[src/rtl/bitscan_pkg.sv]
// bitscan_pkg: shared definitions for the bit-scan unit.
//   mode_e       - operation select encoding (CLZ, CTZ, POP, CLS)
//   count_width  - width of the internal count datapath for a given operand width
package bitscan_pkg;

  typedef enum logic [1:0] {
    MODE_CLZ = 2'b00,
    MODE_CTZ = 2'b01,
    MODE_POP = 2'b10,
    MODE_CLS = 2'b11
  } mode_e;

  // A WIDTH-bit operand can yield a count of exactly WIDTH, hence the extra bit.
  function automatic int count_width(input int width);
    return $clog2(width) + 1;
  endfunction

endpackage

[src/rtl/bitscan_if.sv]
// bitscan_if: operand/result handshake bundle for the bit-scan unit.
//   in_valid/in_ready/in_data/in_mode     - operand channel (producer -> unit)
//   out_valid/out_ready/out_count/out_zero - result channel (unit -> consumer)
//   modport master: the side that issues operands and consumes results
//   modport slave : the bit-scan unit itself
interface bitscan_if #(
  parameter int WIDTH = 32
);

  logic             in_valid;
  logic             in_ready;
  logic [WIDTH-1:0] in_data;
  logic [1:0]       in_mode;
  logic             out_valid;
  logic             out_ready;
  logic [WIDTH-1:0] out_count;
  logic             out_zero;

  modport master (
    output in_valid, in_data, in_mode, out_ready,
    input  in_ready, out_valid, out_count, out_zero
  );

  modport slave (
    input  in_valid, in_data, in_mode, out_ready,
    output in_ready, out_valid, out_count, out_zero
  );

endinterface

[src/rtl/bitscan_unit_nibble_scan.sv]
// nibble_scan: purely combinational summary of one 4-bit slice.
//   nibble   in  4  slice of the preprocessed operand
//   all_zero out 1  slice is 0000
//   lz       out 2  leading zeros inside the slice (meaningless when all_zero)
//   pop      out 3  number of set bits, 0..4
module nibble_scan (
  input  logic [3:0] nibble,
  output logic       all_zero,
  output logic [1:0] lz,
  output logic [2:0] pop
);

  // Zero flag, in-slice leading-zero code and slice popcount.
  always_comb begin
    all_zero = (nibble == 4'b0000);
    casez (nibble)
      4'b1???: lz = 2'd0;
      4'b01??: lz = 2'd1;
      4'b001?: lz = 2'd2;
      default: lz = 2'd3;
    endcase
    pop = {2'b00, nibble[0]} + {2'b00, nibble[1]} +
          {2'b00, nibble[2]} + {2'b00, nibble[3]};
  end

endmodule

[src/rtl/bitscan_unit.sv]
// bitscan_unit: two-stage valid/ready bit-scan (CLZ / CTZ / POP / CLS).
//   clk    in  system clock, rising edge
//   reset  in  asynchronous active-high reset; flushes both stages
//   bus    slave side of bitscan_if: operand in, zero-extended count out
// S1 registers per-nibble summaries of the preprocessed operand; S2 combines
// them and registers the final count. out_ready reaches in_ready combinationally.
module bitscan_unit
  import bitscan_pkg::*;
#(
  parameter int WIDTH = 32
) (
  input  logic     clk,
  input  logic     reset,
  bitscan_if.slave bus
);

  localparam int NIB = WIDTH / 4;
  localparam int CW  = count_width(WIDTH);

  mode_e                in_mode_s;
  logic [WIDTH-1:0]     rev_s;
  logic [WIDTH-1:0]     pre_s;
  logic [NIB-1:0]       nib_az_s;
  logic [NIB-1:0][1:0]  nib_lz_s;
  logic [NIB-1:0][2:0]  nib_pop_s;

  logic                 s1_valid_r;
  mode_e                s1_mode_r;
  logic                 s1_zero_r;
  logic [NIB-1:0]       s1_az_r;
  logic [NIB-1:0][1:0]  s1_lz_r;
  logic [NIB-1:0][2:0]  s1_pop_r;

  logic                 s2_valid_r;
  logic [WIDTH-1:0]     out_count_r;
  logic                 out_zero_r;

  logic                 s2_adv_s;
  logic                 in_ready_s;
  logic                 in_fire_s;
  logic [CW-1:0]        lead_s;
  logic [CW-1:0]        pop_sum_s;
  logic [CW-1:0]        result_s;

  assign in_mode_s = mode_e'(bus.in_mode);

  // Bit-reversed operand: CTZ becomes a leading-zero count on it.
  always_comb begin
    rev_s = {WIDTH{1'b0}};
    for (int i = 0; i < WIDTH; i++) begin
      rev_s[i] = bus.in_data[WIDTH-1-i];
    end
  end

  // Mode-dependent preprocessing. For CLS, XOR with the replicated MSB turns
  // sign-copies into leading zeros; the forced-zero MSB is removed in S2.
  always_comb begin
    case (in_mode_s)
      MODE_CTZ: pre_s = rev_s;
      MODE_CLS: pre_s = bus.in_data ^ {WIDTH{bus.in_data[WIDTH-1]}};
      default:  pre_s = bus.in_data;
    endcase
  end

  for (genvar g = 0; g < NIB; g++) begin : g_nib
    nibble_scan u_nibble_scan (
      .nibble   (pre_s[4*g +: 4]),
      .all_zero (nib_az_s[g]),
      .lz       (nib_lz_s[g]),
      .pop      (nib_pop_s[g])
    );
  end

  // S2 may take a new item when it is empty or its result is being taken.
  assign s2_adv_s   = !s2_valid_r || bus.out_ready;
  assign in_ready_s = !reset && (!s1_valid_r || s2_adv_s);
  assign in_fire_s  = bus.in_valid && in_ready_s;

  // S1 register: nibble summaries plus mode and operand-zero flag.
  always_ff @(posedge clk or posedge reset) begin
    if (reset) begin
      s1_valid_r <= 1'b0;
      s1_mode_r  <= MODE_CLZ;
      s1_zero_r  <= 1'b0;
      s1_az_r    <= '0;
      s1_lz_r    <= '0;
      s1_pop_r   <= '0;
    end else begin
      if (!s1_valid_r || s2_adv_s) begin
        s1_valid_r <= in_fire_s;
      end
      if (in_fire_s) begin
        s1_mode_r <= in_mode_s;
        s1_zero_r <= (bus.in_data == {WIDTH{1'b0}});
        s1_az_r   <= nib_az_s;
        s1_lz_r   <= nib_lz_s;
        s1_pop_r  <= nib_pop_s;
      end
    end
  end

  // Priority combine: ascending scan so the highest non-zero nibble wins.
  // {nibble distance from the top, in-nibble code} forms the leading count.
  always_comb begin
    lead_s = CW'(WIDTH);
    for (int i = 0; i < NIB; i++) begin
      if (!s1_az_r[i]) begin
        lead_s = CW'((NIB - 1 - i) * 4) + CW'(s1_lz_r[i]);
      end else begin
        lead_s = lead_s;
      end
    end
  end

  // Popcount adder over the nibble counts.
  always_comb begin
    pop_sum_s = {CW{1'b0}};
    for (int i = 0; i < NIB; i++) begin
      pop_sum_s = pop_sum_s + CW'(s1_pop_r[i]);
    end
  end

  // Result select. CLS operand MSB is always 0 after XOR, so lead_s >= 1.
  always_comb begin
    case (s1_mode_r)
      MODE_CLZ: result_s = lead_s;
      MODE_CTZ: result_s = lead_s;
      MODE_POP: result_s = pop_sum_s;
      MODE_CLS: result_s = lead_s - CW'(1'b1);
      default:  result_s = lead_s;
    endcase
  end

  // S2 register: holds the presented result steady until it is taken.
  always_ff @(posedge clk or posedge reset) begin
    if (reset) begin
      s2_valid_r  <= 1'b0;
      out_count_r <= {WIDTH{1'b0}};
      out_zero_r  <= 1'b0;
    end else if (s2_adv_s) begin
      s2_valid_r <= s1_valid_r;
      if (s1_valid_r) begin
        out_count_r <= WIDTH'(result_s);
        out_zero_r  <= s1_zero_r;
      end
    end
  end

  assign bus.in_ready  = in_ready_s;
  assign bus.out_valid = s2_valid_r;
  assign bus.out_count = out_count_r;
  assign bus.out_zero  = out_zero_r;

endmodule
[src/flat_wrapper.sv]
// flat-port wrapper written by rule: the top's interface ports become plain ports
module bitscan_unit_flat import bitscan_pkg::*;
#(
  parameter int WIDTH = 32
)
  (clk, reset, bus_in_valid, bus_in_data, bus_in_mode, bus_out_ready, bus_in_ready, bus_out_valid, bus_out_count, bus_out_zero);
  bitscan_if #(.WIDTH(WIDTH)) bus_i ();
  input  logic clk;
  input  logic reset;
  input wire logic [$bits(bus_i.in_valid)-1:0] bus_in_valid;
  input wire logic [$bits(bus_i.in_data)-1:0] bus_in_data;
  input wire logic [$bits(bus_i.in_mode)-1:0] bus_in_mode;
  input wire logic [$bits(bus_i.out_ready)-1:0] bus_out_ready;
  output wire logic [$bits(bus_i.in_ready)-1:0] bus_in_ready;
  output wire logic [$bits(bus_i.out_valid)-1:0] bus_out_valid;
  output wire logic [$bits(bus_i.out_count)-1:0] bus_out_count;
  output wire logic [$bits(bus_i.out_zero)-1:0] bus_out_zero;
  assign bus_i.in_valid = bus_in_valid;
  assign bus_i.in_data = bus_in_data;
  assign bus_i.in_mode = bus_in_mode;
  assign bus_i.out_ready = bus_out_ready;
  assign bus_in_ready = bus_i.in_ready;
  assign bus_out_valid = bus_i.out_valid;
  assign bus_out_count = bus_i.out_count;
  assign bus_out_zero = bus_i.out_zero;
  bitscan_unit #(.WIDTH(WIDTH)) u_core (.clk(clk), .reset(reset), .bus(bus_i));
endmodule
[config.mk]
export PLATFORM = sky130hd
export DESIGN_NAME = bitscan_unit_flat
export DESIGN_NICKNAME = d
export VERILOG_FILES = /design/src/rtl/bitscan_pkg.sv /design/src/rtl/bitscan_if.sv /design/src/rtl/bitscan_unit_nibble_scan.sv /design/src/rtl/bitscan_unit.sv /design/src/flat_wrapper.sv
export SDC_FILE = /design/constraint.sdc
export NUM_CORES = 1
export LEC_CHECK = 0
export CORE_MARGIN = 8
export CORE_UTILIZATION = 55
export CTS_CLUSTER_DIAMETER = 80
export DETAILED_ROUTE_END_ITERATION = 6
export PLACE_DENSITY = 0.78
export SKIP_LAST_GASP = 1
export SYNTH_ARGS = -nofsm -noshare
export SYNTH_HDL_FRONTEND = slang
export SYNTH_SLANG_ARGS = --single-unit
[constraint.sdc]
create_clock -name clk -period 5.5 [get_ports clk]
set_input_delay 1.1 -clock clk [delete_from_list [all_inputs] [get_ports clk]]
set_output_delay 1.1 -clock clk [all_outputs]
set_load 0.01 [all_outputs]
==> results by group, run 1 <==
Layout
  • Fillers: 738
  • Final net count: 632
  • Sequential Area: 1501 um^2
  • Non-Filler Instances: 646
  • Synthesis-to-finish area growth: 11.28%
  • Multi-input gate area: 2954 um^2
  • Fin area: 5454 um^2
  • Layout cells sized above 1: 9.851%
  • Antenna cells: 0

Critical path
  • Critical Path Source Type: flop
  • Crit path cell chain: ha_1 > fa_1 > xor2_1 > fa_1 > inv_1 > fa_1 > fa_1 > inv_1 > fa_1 > inv_1 > fa_1 > nand2b_1 > nand3_1 > o311ai_0 > a22oi_1 > mux2i_1
  • Worst endpoint required time: 5.72 ns
  • Crit. End Element: flop
  • Worst path arrival time: 4.91 ns
  • Bufs and invs on worst path: 3
  • Crit-path max FO: 2
  • CP Class: reg -> reg
  • Most frequent CP cell: fa_1
  • Worst path max stage delay: 0.54 ns
  • Delay-heaviest family, CP: adder cells
  • Slowest cell on crit path: fa_1

STA
  • Worst Hold Margin: 0.4854 ns
  • Worst-Margin Slew: 1.046 ns
  • Finish-stage setup viols: 0
  • Final Max Slew Viols: 0
  • Fmax: 213.3 MHz
  • Final Hold Fails: 0
  • Fin crit share: 85.22%
  • Setup TNS Final: 0 ns
  • Fin crit period: 4.687 ns
  • Clock Skews: 0.01069 ns
  • Max_slew headroom: 30.24%
  • Unrepaired setup endpoints after global routing: false

Yosys
  • Post-synthesis sequential area ratio: 30.64%
  • Synth Flop Type: dfrtp_1
  • Mapped Cells: 501
  • Area leader, netlist: dfrtp_1
  • Seq cells post-synth: 60
  • EDFF count, synth: 0
  • Post-synth top cells: dfrtp_1, inv_1, nand2_1
  • Most frequent cell after synthesis: dfrtp_1
  • Ranking of synthesized cells by area: dfrtp_1, ha_1, fa_1
  • Avg Cell Area, Syn: 9.782 um^2
  • FFs w/ async S/R, synth: 100.0%
  • Ys Warns: 0
  • Syn Std Cell Area: 4901 um^2
  • Area share of the largest cell type after synthesis: 30.64%
  • Synth unique cells: 59

Clocking
  • Setup Fix Bufs, Post-CTS: 0
  • H-tree depth: 3
  • Clk_lat worst skew: 0.34 ns
  • TritonCTS clock tree: yes
  • Post-CTS Resized: 0
  • Clk slew on worst S/H paths: 0.07 ns
  • Num Clock Sinks: 60
  • Max clock buf depth: 2
  • Clock root buffer: clkbuf_8
  • Hold buffers post-CTS: 0
  • Num CTS Buffers: 9

Routing
  • DRT iter0 DRCs: 258
  • DR pass1 iterations: 7
  • Final WL: 11.35 mm
  • Drt drc: 0
  • Detailed-route wire length per cell: 17.58 um
  • Routed vias: 3846
  • Via density: 5.954
  • DRT antenna net count: 0

Placed design
  • Placed cell area: 5261 um^2
  • Placed insts: 630
  • # port buffers: 46
  • GP Congestion: 0.9280
  • Dpl hpwl: 8.843 mm

Power
  • Leakage power: 2.525 nW
  • Maximum VDD drop: 548.5 uV
  • Pwr/cell area: 569.5 nW/um^2
  • Final Power: 0.003106 W

Floorplanning
  • Chip Width: 110.4 um
  • Row cnt: 34
  • Area of the core: 8678 um^2
  • I/O Pins: 73
  • Die area: 12190 um^2
  • Die extent in y: 110.4 um
  • Starting Density: 56.47%

Global routing
  • First-pass GRT wire length: 18.62 mm
  • Largest net degree at the start of global routing: 61
  • Total gr overflow: 0
  • GRT Overall Usage: 19.53%
  • Vias in the first global route: 3771
  • Antenna violations before repair: 0

Min path
  • Hold Crit Class: reg -> reg

Outcome
  • Status: completed

Run
  • Max cap viols: 0
logic make-up (layout without fill, tap and decap cells):
logic type	count (synthesis)	count (layout)	synth area share, %
muxes	27	27	6.153
AOI/OAI and AO/OA	138	138	21.62
other	1	26	0.07652
xor gates and xnor gates	3	3	0.5362
buffers and inverters	101	113	11.05
DFF	60	60	30.64
adders and majority gates	61	61	18.94
and+or+nand+nor	110	110	10.98
registers in the layout (all words and copies together) (netlist names):
register	cells
u_core.bus.out_valid	1
u_core.s1_valid_r	1
u_core.bus.out_count	6
u_core.s1_zero_r	1
u_core.s1_az_r	8
u_core.bus.out_zero	1
u_core.s1_pop_r	24
u_core.s1_mode_r	2
u_core.s1_lz_r	16
metrics by stage:
step / utilization, % / worst slack [ns]
final: 62.85 / 0.8127
after global routing: 62.85 / 0.5791
after CTS: 62.85 / 0.7957
after detailed placement: 60.63 / 0.8061
after global placement: 60.63 / 0.9122
after floorplan: - / 1.009
report_power, final:
part | switching (W) | total [W] | internal, W
sequential | 0.0000878 | 0.000638 | 0.000551
clock | 0.000187 | 0.000396 | 0.000209
combinational | 0.00111 | 0.00207 | 0.000959
layer usage:
metal  vias up  share of wire, %  GRT usage (%)
met1      1857                45          26.39
met5         -                 0              0
met3        23               6.6          4.767
li1       1816                 -              -
met2       150                47          29.91
met4         0               2.2          6.851
cell usage in the layout (no fill, tap or decap), drive strengths merged, types with 3 or more instances in the layout:
cell,count
a21o,12
a21oi,8
a22o,9
a2bb2oi,14
a311oi,5
buf,5
clkbuf,10
clkdlybuf4s50,46
clkinv,4
conb,26
dfrtp,60
fa,22
ha,39
inv,46
mux2,25
nand2,44
nand2b,10
nand3,5
nand3b,4
nand4,4
nor2,15
nor3,12
nor4,7
o21a,6
o21ai,25
o2bb2ai,30
o311ai,3
o31ai,7
xor2,3
area by class of cell:
cell class	count	share of cell area, %
multi-input cells	365	54.16
flip-flops and latches	60	27.53
inverters	46	3.166
clock buffers	10	2.340
well taps	108	2.478
repair buffers	51	9.131
clock inverters	6	1.193
worst register-to-register path: stages, from the launching register on:
cell	delay [ns]
dfrtp_1	0.38
ha_1	0.22
fa_1	0.38
xor2_1	0.16
fa_1	0.48
inv_1	0.06
fa_1	0.50
fa_1	0.54
inv_1	0.05
fa_1	0.52
inv_1	0.07
fa_1	0.43
nand2b_1	0.17
nand3_1	0.09
o311ai_0	0.16
a22oi_1	0.24
mux2i_1	0.10
final timing paths:
check / start / to / slack (ns) / depth (start not counted)
min: u_core.s1_lz_r[10]$_DFFE_PP0P_ / u_core.s1_lz_r[10]$_DFFE_PP0P_ / 0.49 / 2
max: u_core.s1_pop_r[0]$_DFFE_PP0P_ / u_core.bus.out_count[3]$_DFFE_PP0P_ / 0.81 / 16
max in group asynchronous: reset / u_core.s1_lz_r[8]$_DFFE_PP0P_ / 3.65 / 3
min reg2reg: u_core.s1_lz_r[10]$_DFFE_PP0P_ / u_core.s1_lz_r[10]$_DFFE_PP0P_ / 0.49 / 2
min in group asynchronous: reset / u_core.bus.out_valid$_DFFE_PP0P_ / 1.30 / 3
max reg2reg: u_core.s1_pop_r[0]$_DFFE_PP0P_ / u_core.bus.out_count[3]$_DFFE_PP0P_ / 0.81 / 16
No activity file was read; power rests on OpenSTA's default activity.
==> run 2: changes to the inputs <==
--- a/config.mk
+++ b/config.mk
@@ -5,6 +5,7 @@
 export SDC_FILE = /design/constraint.sdc
 export NUM_CORES = 1
 export LEC_CHECK = 0
+export CORE_ASPECT_RATIO = 0.9
 export CORE_MARGIN = 8
 export CORE_UTILIZATION = 55
 export CTS_CLUSTER_DIAMETER = 80
==> run 2 against run 1 <==
  * Non-clock buffer count shrank 1
  * Worst hold slack lost 0.0043 ns
  * Sequential share of layout area shrank 0.31 points
  * Global-route usage grew 0.66 points
  * First-iteration DRC count grew 10%
  * Clock power grew 26%
  * Clock skew shrank 0.0059 ns
  * Count of clock-buffer cells in the layout is the same
  * Fmax is essentially flat
  * Final cell count grew 1.5%
  * Largest cell class unchanged
==> results by group, run 2 (synthesized netlist as in run 1, its figures left out) <==
Routing
  • DRT iter0 DRCs: 285
  • Via density: 5.864
  • Drt drc: 0
  • DRT antenna net count: 0
  • Final WL: 11.83 mm
  • DR pass1 iterations: 5
  • Routed vias: 3847
  • Detailed-route wire length per cell: 18.03 um

Global routing
  • Total gr overflow: 0
  • GRT Overall Usage: 20.20%
  • GR peak layer: met2
  • Met2 capacity usage during global routing: 31.99%
  • Antenna violations before repair: 0
  • Vias in the first global route: 3818
  • Largest net degree at the start of global routing: 61
  • Met1 usage in global routing: 27.33%
  • First-pass GRT wire length: 19.44 mm
  • Grt met3 use: 4.335%

Layout
  • Commonest non-fill, non-tap cell in the layout: dfrtp_1
  • Most frequent cells in the layout: dfrtp_1, clkdlybuf4s50_1, inv_1
  • Layout cells sized above 1: 9.870%
  • Antenna cells: 0
  • Largest registers: u_core.s1_pop_r: 24 flops, u_core.s1_lz_r: 16 flops, u_core.s1_az_r: 8 flops
  • Sequential Area: 1501 um^2
  • Fillers: 701
  • Final net count: 631
  • Synthesis-to-finish area growth: 12.56%
  • Largest register FFs: 24
  • Non-Filler Instances: 656
  • Multi-input gate area: 2954 um^2
  • Largest Register: u_core.s1_pop_r

Critical path
  • Crit path cell chain: ha_1 > fa_1 > xor2_1 > fa_1 > inv_1 > fa_1 > fa_1 > inv_1 > fa_1 > inv_1 > fa_1 > nand2b_1 > a21oi_1 > xor2_1 > a211oi_1 > a21oi_1
  • CP Class: reg -> reg
  • Most frequent CP cell: fa_1
  • Worst path arrival time: 4.91 ns
  • Worst path max stage delay: 0.54 ns
  • Slowest cell on crit path: fa_1
  • Critical Path Source Type: flop
  • Worst endpoint required time: 5.72 ns
  • Crit. End Element: flop
  • Crit-path max FO: 2

Power
  • Internal power: 0.001818 W
  • Clk pwr share: 15.5%
  • Pwr/cell area: 581.7 nW/um^2
  • Switching Power: 0.001390 W
  • Leakage power: 2.547 nW
  • Switch share: 43.33%
  • Share of power burned in registers: 20.1%
  • Comb power frac: 64.3%
  • Maximum VDD drop: 617.5 uV
  • Final Power: 0.003209 W

STA
  • Fin crit share: 85.24%
  • Final Hold Fails: 0
  • Finish-stage setup viols: 0
  • Max_slew headroom: 30.33%
  • Fmax: 213.3 MHz
  • Final Max Slew Viols: 0
  • Unrepaired setup endpoints after global routing: false
  • Clock Skews: 0.004744 ns
  • Setup TNS Final: 0 ns
  • Worst-Margin Slew: 1.045 ns
  • Fin crit period: 4.688 ns

Min path
  • Hold Crit Class: reg -> reg

Floorplanning
  • Die extent in y: 105.6 um
  • Starting Density: 56.93%
  • Row cnt: 32
  • Area of the core: 8608 um^2
  • Die area: 12190 um^2
  • Chip Width: 115.5 um
  • I/O Pins: 73

Clocking
  • Clk slew on worst S/H paths: 0.07 ns
  • Num CTS Buffers: 9
  • TritonCTS clock tree: yes
  • H-tree depth: 3
  • Num Clock Sinks: 60
  • Post-CTS Resized: 0
  • Hold buffers post-CTS: 0
  • Setup Fix Bufs, Post-CTS: 0
  • Max clock buf depth: 2
  • Clk_lat worst skew: 0.34 ns
  • Clock root buffer: clkbuf_8

Placed design
  • Dpl hpwl: 9.096 mm
  • Placed insts: 640
  • GP Congestion: 0.9157
  • # port buffers: 46

Outcome
  • Status: completed

Run
  • Max cap viols: 0
[run 2: cell count changes in the layout (fill, tap and decap cells not counted)]
cell and change:
buf_4 -1, clkbuf_1 -1, clkinv_2 -1, clkbuf_8 +1
bufinv_16 +2, clkinv_4 -1
[run 2: worst paths after layout]
| path | from | to | slack (ns) | cells past startpoint |
|---|---|---|---|---|
| min reg2reg | u_core.s1_lz_r[4]$_DFFE_PP0P_ | u_core.s1_lz_r[4]$_DFFE_PP0P_ | 0.48 | 2 |
| min | u_core.s1_lz_r[4]$_DFFE_PP0P_ | u_core.s1_lz_r[4]$_DFFE_PP0P_ | 0.48 | 2 |
| max reg2reg | u_core.s1_pop_r[0]$_DFFE_PP0P_ | u_core.bus.out_count[5]$_DFFE_PP0P_ | 0.81 | 16 |
| max in group asynchronous | reset | u_core.s1_lz_r[9]$_DFFE_PP0P_ | 3.66 | 3 |
| min in group asynchronous | reset | u_core.bus.out_valid$_DFFE_PP0P_ | 1.33 | 3 |
| max | u_core.s1_pop_r[0]$_DFFE_PP0P_ | u_core.bus.out_count[5]$_DFFE_PP0P_ | 0.81 | 16 |
[run 2: final cells by class]
| type | instances | area share, % |
|---|---|---|
| multi-input cells | 365 | 53.55 |
| flip-flops and latches | 60 | 27.22 |
| repair buffers | 50 | 8.891 |
| inverters | 46 | 3.130 |
| well taps | 119 | 2.699 |
| clock buffers | 10 | 2.495 |
| clock inverters | 6 | 2.019 |
[run 2: power by group through the flow]
stage / combinational, W / sequential [W] / clock, W
final: 0.00206 / 0.000646 / 0.000499
after global routing: 0.00237 / 0.000657 / 0.000526
after detailed placement: 0.00204 / 0.000653 / 0
after floorplan: 0.00154 / 0.000624 / 0
after global placement: 0.00193 / 0.000646 / 0
after CTS: 0.00208 / 0.000644 / 0.000502
[run 2: per-layer routing]
layer	wire, um	up-vias
met3	806	13
met2	5568	148
met4	146	0
met1	5302	1876
li1	-	1810
met5	0	-
[run 2: worst max-delay path: cells and delay by family (launching register included)]
kind / cells / cell delay (ns)
adders and majority gates: 7 / 3.08
AOI/OAI and AO/OA: 3 / 0.52
DFF: 1 / 0.38
xor gates and xnor gates: 2 / 0.25
and+or+nand+nor: 1 / 0.17
buffers and inverters: 3 / 0.17
[run 2: metrics by stage]
stage / hold slack (ns) / setup WS [ns] / util [%] / instance area (um^2)
global placement: 0.4636 / 0.9291 / 61.19 / 5268
floorplan: 0.4386 / 1.009 / - / 4995
global route: 0.5018 / 0.5205 / 64.08 / 5517
CTS: 0.4826 / 0.7755 / 64.08 / 5517
detailed placement: 0.4673 / 0.8065 / 61.19 / 5268
finish: 0.4811 / 0.8120 / 64.08 / 5517
==> run 3: changes to the inputs <==
--- a/config.mk
+++ b/config.mk
@@ -5,6 +5,7 @@
 export SDC_FILE = /design/constraint.sdc
 export NUM_CORES = 1
 export LEC_CHECK = 0
+export ABC_CLOCK_PERIOD_IN_PS = 5500
 export CORE_ASPECT_RATIO = 0.9
 export CORE_MARGIN = 8
 export CORE_UTILIZATION = 55
@@ -14,4 +15,5 @@
 export SKIP_LAST_GASP = 1
 export SYNTH_ARGS = -nofsm -noshare
 export SYNTH_HDL_FRONTEND = slang
+export SYNTH_HIERARCHICAL = 1
 export SYNTH_SLANG_ARGS = --single-unit
==> run 3 against run 2 <==
  * Area after synthesis grew 1.2%
  * Clock skew grew 0.0041 ns
  * Power shrank 16%
  * Critical path type is now in -> reg
  * Critical endpoint is now u_core/s1_pop_r[16]$_DFFE_PP0P_
  * Largest power group unchanged
==> results by group, run 3 <==
Outcome
  • Status: completed

Yosys
  • Synth Flop Type: dfrtp_1
  • Ranking of synthesized cells by area: dfrtp_1, mux2_1, fa_1
  • Mapped Cells: 547
  • Most frequent cell after synthesis: inv_1
  • FFs w/ async S/R, synth: 100.0%
  • Syn Std Cell Area: 4960 um^2
  • Post-synthesis sequential area ratio: 30.27%
  • Area share of the largest cell type after synthesis: 30.27%
  • Ys Warns: 6
  • Post-synth top cells: inv_1, dfrtp_1, a21oi_1
  • Avg Cell Area, Syn: 9.067 um^2
  • EDFF count, synth: 0
  • Seq cells post-synth: 60
  • Synth unique cells: 43
  • Area leader, netlist: dfrtp_1

Floorplanning
  • I/O Pins: 73
  • Area of the core: 8960 um^2
  • Row cnt: 33
  • Die extent in y: 106.1 um
  • Starting Density: 55.36%
  • Chip Width: 116.1 um
  • Die area: 12320 um^2

Clocking
  • Hold buffers post-CTS: 0
  • Clock root buffer: clkbuf_8
  • Clk slew on worst S/H paths: 0.07 ns
  • Post-CTS Resized: 0
  • TritonCTS clock tree: yes
  • Num Clock Sinks: 60
  • Num CTS Buffers: 9
  • Clk_lat worst skew: 0.35 ns
  • H-tree depth: 3
  • Max clock buf depth: 2
  • Setup Fix Bufs, Post-CTS: 0

STA
  • Finish-stage setup viols: 0
  • Clock Skews: 0.008798 ns
  • Worst-Margin Slew: 0.7848 ns
  • Final Max Slew Viols: 0
  • Max_slew headroom: 47.68%
  • Fmax: 246.7 MHz
  • Fin crit share: 73.70%
  • Setup TNS Final: 0 ns
  • Fin crit period: 4.054 ns
  • Final Hold Fails: 0
  • Unrepaired setup endpoints after global routing: false

Routing
  • DR pass1 iterations: 5
  • Routed vias: 3927
  • Drt drc: 0
  • DRT iter0 DRCs: 267
  • Via density: 5.554
  • DRT antenna net count: 0
  • Detailed-route wire length per cell: 16.42 um
  • Final WL: 11.61 mm

Power
  • Pwr/cell area: 479.4 nW/um^2
  • Leakage power: 2.610 nW
  • Maximum VDD drop: 506.7 uV

Critical path
  • Crit-path max FO: 36
  • Crit. End Element: flop
  • Worst endpoint required time: 5.72 ns
  • CP Class: in -> reg
  • Critical Path Source Type: input pin
  • Worst path arrival time: 4.28 ns

Layout
  • Antenna cells: 0
  • Synthesis-to-finish area growth: 13.93%
  • Fin area: 5650 um^2
  • Largest registers: u_core/s1_pop_r: 24 flops, u_core/s1_lz_r: 16 flops, u_core/s1_az_r: 8 flops
  • Largest register FFs: 24
  • Final net count: 675
  • Fillers: 767
  • Commonest non-fill, non-tap cell in the layout: inv_1
  • Largest Register: u_core/s1_pop_r
  • Layout cells sized above 1: 7.350%
  • Most frequent cells in the layout: inv_1, dfrtp_1, a21oi_1

Run
  • Max cap viols: 0

Global routing
  • Total gr overflow: 0
  • First-pass GRT wire length: 18.96 mm
  • Vias in the first global route: 3988
  • Largest net degree at the start of global routing: 61
  • GRT Overall Usage: 19.47%
  • Antenna violations before repair: 0

Placed design
  • GP Congestion: 0.9118
  • Placed cell area: 5401 um^2
  • # port buffers: 46
  • Dpl hpwl: 9.048 mm

Min path
  • Hold Crit Class: reg -> reg
[run 3: stage by stage]
| stage | power [W] | instances | setup WS, ns | utilization [%] | hold WS (ns) |
|---|---|---|---|---|---|
| 2_1_floorplan | 0.001791 | 572 | 1.789 | - | 0.4386 |
| 4_1_cts | 0.002751 | 707 | 1.491 | 63.06 | 0.4840 |
| 3_5_place_dp | 0.002213 | 691 | 1.129 | 60.28 | 0.4668 |
| 3_3_place_gp | 0.002131 | 691 | 1.239 | 60.28 | 0.4662 |
| 6_report | 0.002709 | 707 | 1.446 | 63.06 | 0.4762 |
| 5_1_grt | 0.002995 | 707 | 1.309 | 63.06 | 0.4987 |
[run 3: logic make-up after synthesis]
family | synth area share [%]
other | 0.07561
AOI/OAI and AO/OA | 16.40
buffers and inverters | 11.98
and+or+nand+nor | 10.80
DFF | 30.27
muxes | 11.96
adders and majority gates | 18.16
xor gates and xnor gates | 0.3532
[run 3: power by group]
part	switching (W)	total [W]	internal, W
Combinational	0.000845	0.00157	0.000729
Clock	0.000181	0.000495	0.000313
Sequential	0.0000863	0.000640	0.000553
Total	0.00111	0.00271	0.00160
[run 3: final timing paths]
check,startpoint,end,slack (ns),cells past startpoint
max in group asynchronous,reset,u_core/s1_pop_r[4]$_DFFE_PP0P_,3.63,3
hold / removal,u_core/bus.out_zero$_DFFE_PP0P_,u_core/bus.out_zero$_DFFE_PP0P_,0.48,2
setup / recovery,bus_in_mode[0],u_core/s1_pop_r[16]$_DFFE_PP0P_,1.45,12
min in group asynchronous,reset,u_core/bus.out_count[3]$_DFFE_PP0P_,1.33,3
setup reg to reg,u_core/s1_pop_r[2]$_DFFE_PP0P_,u_core/bus.out_count[3]$_DFFE_PP0P_,1.54,9
hold reg to reg,u_core/bus.out_zero$_DFFE_PP0P_,u_core/bus.out_zero$_DFFE_PP0P_,0.48,2
[run 3: metal layers]
metal	vias to the layer above	global-route usage, %	wire, um	part of all wire [%]
met5	-	0	0	0
met2	130	33.70	5860	50
met3	25	3.796	621	5.3
met4	0	6.753	301	2.6
met1	1890	23.53	4826	42
li1	1882	-	-	-
[run 3: critical path: stages]
cell	delay (ns)
clkdlybuf4s50_1	0.46
buf_4	0.32
and2_1	0.46
buf_4	0.31
nand2_1	0.08
o21ai_0	0.08
a21oi_1	0.15
inv_1	0.10
ha_1	0.24
fa_1	0.37
ha_1	0.30
mux2_1	0.30
[run 3: layout make-up]
type                            instances  area, um^2  share of cell area (%)
Multi-Input combinational cell        384        2960                   52.39
Sequential cell                        60        1501                   26.57
Timing Repair Buffer                   54       520.5                   9.212
Inverter                               71       266.5                   4.717
Tap cell                              122       152.6                   2.701
Clock buffer                           10       137.6                   2.436
Clock inverter                          6       111.4                   1.971
